$ cat src/rtl/rhythm_pkg.sv
// rhythm_pkg: shared judge FSM states and counter ceilings for score_keeper
package rhythm_pkg;
  typedef enum logic [1:0] {IDLE, FLYING, JUDGED, OVER} judge_state_t;
  localparam logic [15:0] SCORE_MAX = 16'hFFFF;
  localparam logic [7:0]  COMBO_MAX = 8'd255;
endpackage

$ cat src/rtl/score_sat_add.sv
// score_sat_add: next score = score + points (optionally combo-multiplied), saturating at SCORE_MAX
//   score      in  current score
//   base_pts   in  points per perfect
//   combo      in  combo count before this perfect
//   next_score out saturated sum
//   SCORE_COMBO_BONUS_EN: points scale by 1 + min(combo/10, 3)
module score_sat_add
  import rhythm_pkg::*;
(
  input  logic [15:0] score,
  input  logic [7:0]  base_pts,
  input  logic [7:0]  combo,
  output logic [15:0] next_score
);
  logic [15:0] pts;
  logic [16:0] sum;
`ifdef SCORE_COMBO_BONUS_EN
  logic [2:0] mult;
  assign mult = combo >= 8'd30 ? 3'd4 : combo >= 8'd20 ? 3'd3 : combo >= 8'd10 ? 3'd2 : 3'd1;
  assign pts  = 16'(base_pts) * 16'(mult);
`else
  logic unused_combo;
  assign unused_combo = ^combo;
  assign pts = 16'(base_pts);
`endif
  assign sum        = {1'b0, score} + {1'b0, pts};
  assign next_score = sum[16] ? SCORE_MAX : sum[15:0];
endmodule

$ cat src/rtl/score_keeper.sv
// score_keeper: judges each ball once (perfect/miss) and keeps score, combo, lives
//   frame_clk in  clock; Reset in async active-high reset
//   perfect_f, miss_f, keep_on in  ball-stage flags
//   Score, Combo, MaxCombo, Lives out  registered counters
//   HitP, MissP out one-cycle judgement pulses; GameOver out lives exhausted
//   SCORE_COMBO_BONUS_EN: enables the combo points multiplier in score_sat_add
module score_keeper
  import rhythm_pkg::*;
#(
  parameter int PERFECT_PTS = 10,
  parameter int LIVES       = 5
) (
  input  logic        frame_clk,
  input  logic        Reset,
  input  logic        perfect_f,
  input  logic        miss_f,
  input  logic        keep_on,
  output logic [15:0] Score,
  output logic [7:0]  Combo,
  output logic [7:0]  MaxCombo,
  output logic [3:0]  Lives,
  output logic        HitP,
  output logic        MissP,
  output logic        GameOver
);
  judge_state_t state, state_n;
  logic        hit, miss;
  logic [15:0] score_n;
  logic [7:0]  combo_n;
  score_sat_add u_add (
    .score      (Score),
    .base_pts   (8'(PERFECT_PTS)),
    .combo      (Combo),
    .next_score (score_n)
  );
  assign combo_n = Combo == COMBO_MAX ? COMBO_MAX : Combo + 8'd1;
  always_comb begin
    state_n = state;
    hit     = 1'b0;
    miss    = 1'b0;
    case (state)
      IDLE:   state_n = keep_on ? FLYING : IDLE;
      FLYING: begin
        hit     = perfect_f;
        miss    = !perfect_f && (miss_f || !keep_on);
        state_n = hit || miss_f ? JUDGED : !keep_on ? IDLE : FLYING;
      end
      JUDGED: state_n = keep_on ? JUDGED : IDLE;
      OVER:   state_n = OVER;
    endcase
    // the last life lost overrides whatever the ball stage would do next
    if (miss && Lives == 4'd1) state_n = OVER;
  end
  always_ff @(posedge frame_clk or posedge Reset) begin
    if (Reset) begin
      state    <= IDLE;
      Score    <= '0;
      Combo    <= '0;
      MaxCombo <= '0;
      Lives    <= 4'(LIVES);
      HitP     <= 1'b0;
      MissP    <= 1'b0;
      GameOver <= 1'b0;
    end else begin
      state <= state_n;
      HitP  <= hit;
      MissP <= miss;
      if (hit) begin
        Score <= score_n;
        Combo <= combo_n;
        if (combo_n > MaxCombo) MaxCombo <= combo_n;
      end
      if (miss) begin
        Combo <= '0;
        Lives <= Lives - 4'd1;
        if (Lives == 4'd1) GameOver <= 1'b1;
      end
    end
  end
endmodule

$ cat config.mk
export PLATFORM = sky130hd
export DESIGN_NAME = score_keeper
export DESIGN_NICKNAME = d
export VERILOG_FILES = /design/src/rtl/rhythm_pkg.sv /design/src/rtl/score_sat_add.sv /design/src/rtl/score_keeper.sv
export SDC_FILE = /design/constraint.sdc
export NUM_CORES = 1
export LEC_CHECK = 0
export BUFFER_PORTS_ARGS = -buffer_cell sky130_fd_sc_hd__buf_2
export CAP_MARGIN = 10
export CELL_PAD_IN_SITES_DETAIL_PLACEMENT = 1
export CELL_PAD_IN_SITES_GLOBAL_PLACEMENT = 1
export CORE_MARGIN = 2
export CORE_UTILIZATION = 30
export CTS_CLUSTER_SIZE = 12
export DETAILED_ROUTE_END_ITERATION = 8
export PLACE_DENSITY_LB_ADDON = 0.1
export SETUP_SLACK_MARGIN = 0.5
export SLEW_MARGIN = 20
export SYNTH_ARGS = -nofsm -noshare
export SYNTH_HDL_FRONTEND = slang
export SYNTH_SLANG_ARGS = --single-unit
export TNS_END_PERCENT = 1
$ cat constraint.sdc
create_clock -name frame_clk -period 4.1 [get_ports frame_clk]
set_input_delay 0.41 -clock frame_clk [delete_from_list [all_inputs] [get_ports frame_clk]]
set_output_delay 0.41 -clock frame_clk [all_outputs]
set_load 0.05 [all_outputs]
## After elaboration in Yosys (flattened, before gate mapping)

Cells that the tools add are included.

- Register bits: 41
- Input bits: 5
- Output and inout bits: 39
- Word-level logic and storage cells: 38

- $add $sub $neg: 3
- $lt $le $gt $ge: 1
- Eq/ne operators: 5
- Multiplexer cells: 11
- Reductions and logical operators: 10

Operators with widths:

| operator | count |
|---|---|
| $mux 8 | 3 |
| $add 16x4->17 const B | 1 |
| $mux 16 | 1 |
| $add 8x1->8 const B | 1 |
| $eq 8x8->1 const B | 1 |
| $gt 8x8->1 | 1 |
| $pmux 2 s4 | 1 |
| $mux 2 | 3 |
| $eq 2x2->1 const B | 2 |
| $eq 4x1->1 const B | 1 |
| $reduce_and 2->1 | 2 |
| $sub 4x1->4 const B | 1 |
| $mux 1 | 3 |
| $eq 2x1->1 const B | 1 |
| $logic_and 1x1->1 | 2 |
| $logic_not 1->1 | 2 |
| $logic_not 2->1 | 1 |
| $logic_or 1x1->1 | 2 |
| $reduce_bool 2->1 | 1 |

## Logic depth before layout (Yosys ltp)

- Depth after elaboration: 6
- Depth in mapped cells: 12
- Depth with buffers taken out: 12

## Cells and area by module

From an unflattened synthesis, not the netlist that was laid out.

- Cells, all modules: 291
- Area, all modules: 2622.5 um^2

By module, submodules not included:

| module | instances | cells an instance | area each (um^2) | seq. area each (um^2) |
|---|---|---|---|---|
| score_keeper | 1 | 200 | 1989.4 | 1028.5 |
| score_sat_add | 1 | 91 | 633.1 | 0.0 |

## Worst setup path before layout

Ideal clock, no wire load.

- Path type: register to register
- Start point: reg Combo[0]
- End point: reg MaxCombo[0]
- Library setup time: 0.125 ns
- Arrival time: 3.026 ns
- Data required time: 3.975 ns
- Setup slack: 0.949 ns
- Cell stages (with the launch flop): 12
- Path buffers: 0
- Period minus slack after synthesis: 3.151 ns
- Cell sequence: dfrtp_1 -> ha_1 -> and3_1 -> nand2_1 -> or2_2 -> nand2b_1 -> ha_1 -> nor2b_1 -> o211ai_1 -> a21oi_1 -> o31ai_4 -> mux2_2

- Longest elaborated chain between the ends: 4
- Elaborated cells on any way between the ends: 5
- Those cells by class: add/sub (1); order compare (1); eq/ne (1); mux (1); reduce/logical (1)

Ends and longest elaborated chain:

| element | RTL line | text |
|---|---|---|
| start: declaration | score_keeper.sv:19 | `output logic [7:0] Combo,` |
| start signal: assignment | score_keeper.sv:70 | `Combo <= combo_n;` |
| $add 8x1->8 or $eq 8x8->1 (tied branches) | score_keeper.sv:36 | `assign combo_n = Combo == COMBO_MAX ? COMBO_MAX : Combo + 8'd1;` |
| $mux 8 * | score_keeper.sv:36 |  |
| net combo_n[1] | score_keeper.sv:29 | `logic [7:0] combo_n;` |
| $gt 8x8->1 * | score_keeper.sv:71 | `if (combo_n > MaxCombo) MaxCombo <= combo_n;` |
| $reduce_and 2->1 (no line) * | - |  |
| end signal: assignment | score_keeper.sv:71 |  |
| end: declaration | score_keeper.sv:20 | `output logic [7:0] MaxCombo,` |

Mark *: on every way through the listed nets, which the timed path passes. The rest lies on a longest branch.
A chain may end at the register's enable or synchronous reset.

## Worst setup path in the final report

- Start point: reg Combo[1]
- End point: reg MaxCombo[4]

The elaborated chain is that of the path after synthesis.

==> results.py <==
metrics = {
    "cts": {
        "clkLatencyLatePin_ns": 0.30,
        "cts_hold_buf": 0,
        "cts_buffers": 5,
        "path_clk_slew_ns": 0.09,
        "cts_tree": "built",
        "cts_root_buf": "clkbuf_8",
        "post_cts_buffers": 0,
        "clock_sinks": 41,
        "h-tree-depth": 2,
        "clockBufferDepth": 2,
        "post_cts_resize_count": 0,
    },
    "die": {
        "core_area_um2": 6790,
        "die_w_um": 87.9,
        "dieArea_um2": 7720,
        "start_util_pct": 31.1,
        "chipHeight_um": 87.9,
        "io_pins": 44,
        "fp-row-count": 30,
    },
    "synthesis": {
        "yosysWarnings": 0,
        "syn_avg_cell_area_um2": 10.7,
        "yosysTopAreaCell": "dfrtp_1",
        "synth_seq_cells": 41,
        "yosysSeqAreaShare_pct": 48.7,
        "netlist_top_cells_area": "dfrtp_1, ha_1, nand2_1",
        "synth_nets": 215,
        "yosys-top-cells-count": "dfrtp_1, nand2_1, ha_1, inv_1",
        "netlist_instances": 198,
        "ys_types": 38,
        "yosysMostFrequentCell": "dfrtp_1",
        "syn_area_um2": 2110,
        "synthArstFlopShare_pct": 100,
        "synth.top_cell.area_share_pct": 46.2,
        "synth_edf_count": 0,
        "ys.flop_type": "dfrtp_1",
    },
    "route": {
        "drc": 0,
        "drt-vias-per-instance": 4.67,
        "dr.pass1.iters": 4,
        "routedWlPerCell_um": 14.1,
        "drtAntennaViolNets": 0,
        "vias": 1605,
        "routed_wl_um": 4860,
        "drt_iter0_markers": 30,
    },
    "worst_setup_path": {
        "critPathKind": "flop to flop",
        "cp.required_ns": 4.28,
        "crit_family": "simple AND/OR/NAND/NOR gates",
        "end_kind": "flop",
        "path_cells": "ha_1 > and3_1 > nand2_1 > or2_2 > nand2b_1 > ha_1 > nor2b_1 > o211ai_1 > a21oi_1 > o31ai_4 > mux2_2",
        "cp_max_fo": 8,
        "critPathSlowestCell": "o31ai_4",
        "start_kind": "flop",
        "max_stage_delay_ns": 0.46,
        "crit_buf_inv": 0,
        "cp.arrival_ns": 3.32,
        "worst_path_most_repeated_cell": "ha_1",
    },
    "timing": {
        "finalSetupTns_ns": 0,
        "fmax_ghz": 0.318,
        "tightest_slew_ns": 0.546,
        "slew_headroom_pct": 63.6,
        "rsz0062_at_grt": "no",
        "finalSetupViolCount": 0,
        "period_share_pct": 76.6,
        "finalHoldViolations": 0,
        "skew_ns": 0.00735,
        "drv_slew": 0,
        "period_minus_slack_ns": 3.14,
        "fin_hold_ws_ns": 0.231,
    },
    "placed_design": {
        "gp_routability_congestion": 0.713,
        "postPlaceCellArea_um2": 2440,
        "port_buffers": 43,
        "dp_hpwl_um": 3570,
    },
    "cells_and_area": {
        "ff_latch_area_um2": 1030,
        "area_delta_synth_final_pct": 21.2,
        "fin_util_pct": 37.7,
        "fin_area_um2": 2560,
        "finalNetCount": 264,
        "diodes": 0,
        "drive_gt1_share_pct": 27.4,
        "fillerInstances": 808,
        "multi_input_area_um2": 1020,
    },
    "global_route": {
        "overflow": 0,
        "grt_pass1_wl_um": 8410,
        "antenna_found_initial": 0,
        "grt_max_degree": 42,
        "grt_pass1_vias": 1662,
        "grtUsageTotal_pct": 14.0,
    },
    "outcome": {
        "outcome": "complete, no violations",
    },
    "pwr": {
        "p_leak_nw": 1.34,
        "peakVddDrop_mv": 0.297,
        "pwr_density_cell_nw_per_um2": 620,
    },
    "flow_run": {
        "maxCapViolCount": 0,
    },
    "worst_hold_path": {
        "hold_path.class": "input pin to asynchronous set/reset pin",
    },
}
## per-stage QoR
step | std cells | setup WS [ns] | total power [mW]
final | 344 | 0.959 | 1.59
after global routing | 344 | 0.702 | 1.70
after CTS | 344 | 0.948 | 1.61
after detailed placement | 336 | 0.974 | 1.26
after global placement | 336 | 1.07 | 1.26
after floorplan | 198 | 0.949 | 1.09
## cells in the final DEF, fill, tap and decap left out, drive strengths merged, types with 8 or more instances in the layout
cell type,n
ha,12
mux2,8
inv,12
nand2,26
dfrtp,39
nand3,11
buf,44
nor2,11
xor2,9
o21ai,8
## flip-flops by register name, summed over array words and instances (netlist names)
signal	count
Score	16
Combo	8
MaxCombo	8
Lives	4
state	2
GameOver	1
HitP	1
MissP	1
## layer usage
| layer | global-route usage, % | share of wire, % | vias to the layer above |
|---|---|---|---|
| met3 | 3.49 | 4.0 | 4 |
| met5 | 0 | 0 | - |
| met4 | 2.94 | 0.74 | 0 |
| li1 | - | - | 792 |
| met2 | 21.3 | 46 | 26 |
| met1 | 20.4 | 49 | 783 |
## layout make-up
type / count / area share [%]
timing repair buffer: 44 / 8.70
multi-input combinational: 142 / 40.0
clock buffer: 5 / 2.69
tap: 96 / 4.69
inverter: 13 / 1.91
clock inverter: 3 / 1.81
sequential: 41 / 40.2
## tightest hold or removal path: stages
cell and delay [ns]:
buf_2 0.10, inv_1 0.04, buf_4 0.45
## power breakdown
| group | total (mW) | switching, mW | internal [mW] |
|---|---|---|---|
| logic | 0.646 | 0.456 | 0.190 |
| clock network | 0.338 | 0.156 | 0.182 |
| registers | 0.601 | 0.105 | 0.496 |
| total | 1.59 | 0.716 | 0.869 |
## cells by family after synthesis
group | count (synthesis) | share of synthesized area [%]
AND/OR/NAND/NOR | 76 | 20.2
XOR/XNOR | 16 | 6.64
buffers and inverters | 15 | 2.79
adder cells (fa/ha/maj) | 12 | 7.11
AO/OA/AOI/OAI | 28 | 9.31
multiplexers | 10 | 5.22
flip-flops | 41 | 48.7
## path summary, 6_finish.rpt
kind / from / end / slack (ns) / depth (start not counted)
max in group asynchronous: Reset / MaxCombo[2] / 3.48 / 3
worst max register to register: Combo[1] / MaxCombo[4] / 0.96 / 11
worst min register to register: Score[0] / Score[0] / 0.46 / 1
worst max-delay path: Combo[1] / MaxCombo[4] / 0.96 / 11
min in group frame_clk: keep_on / state[0] / 0.41 / 3
worst min-delay path: Reset / Lives[1] / 0.23 / 3
(Power assumes the default switching activity.)
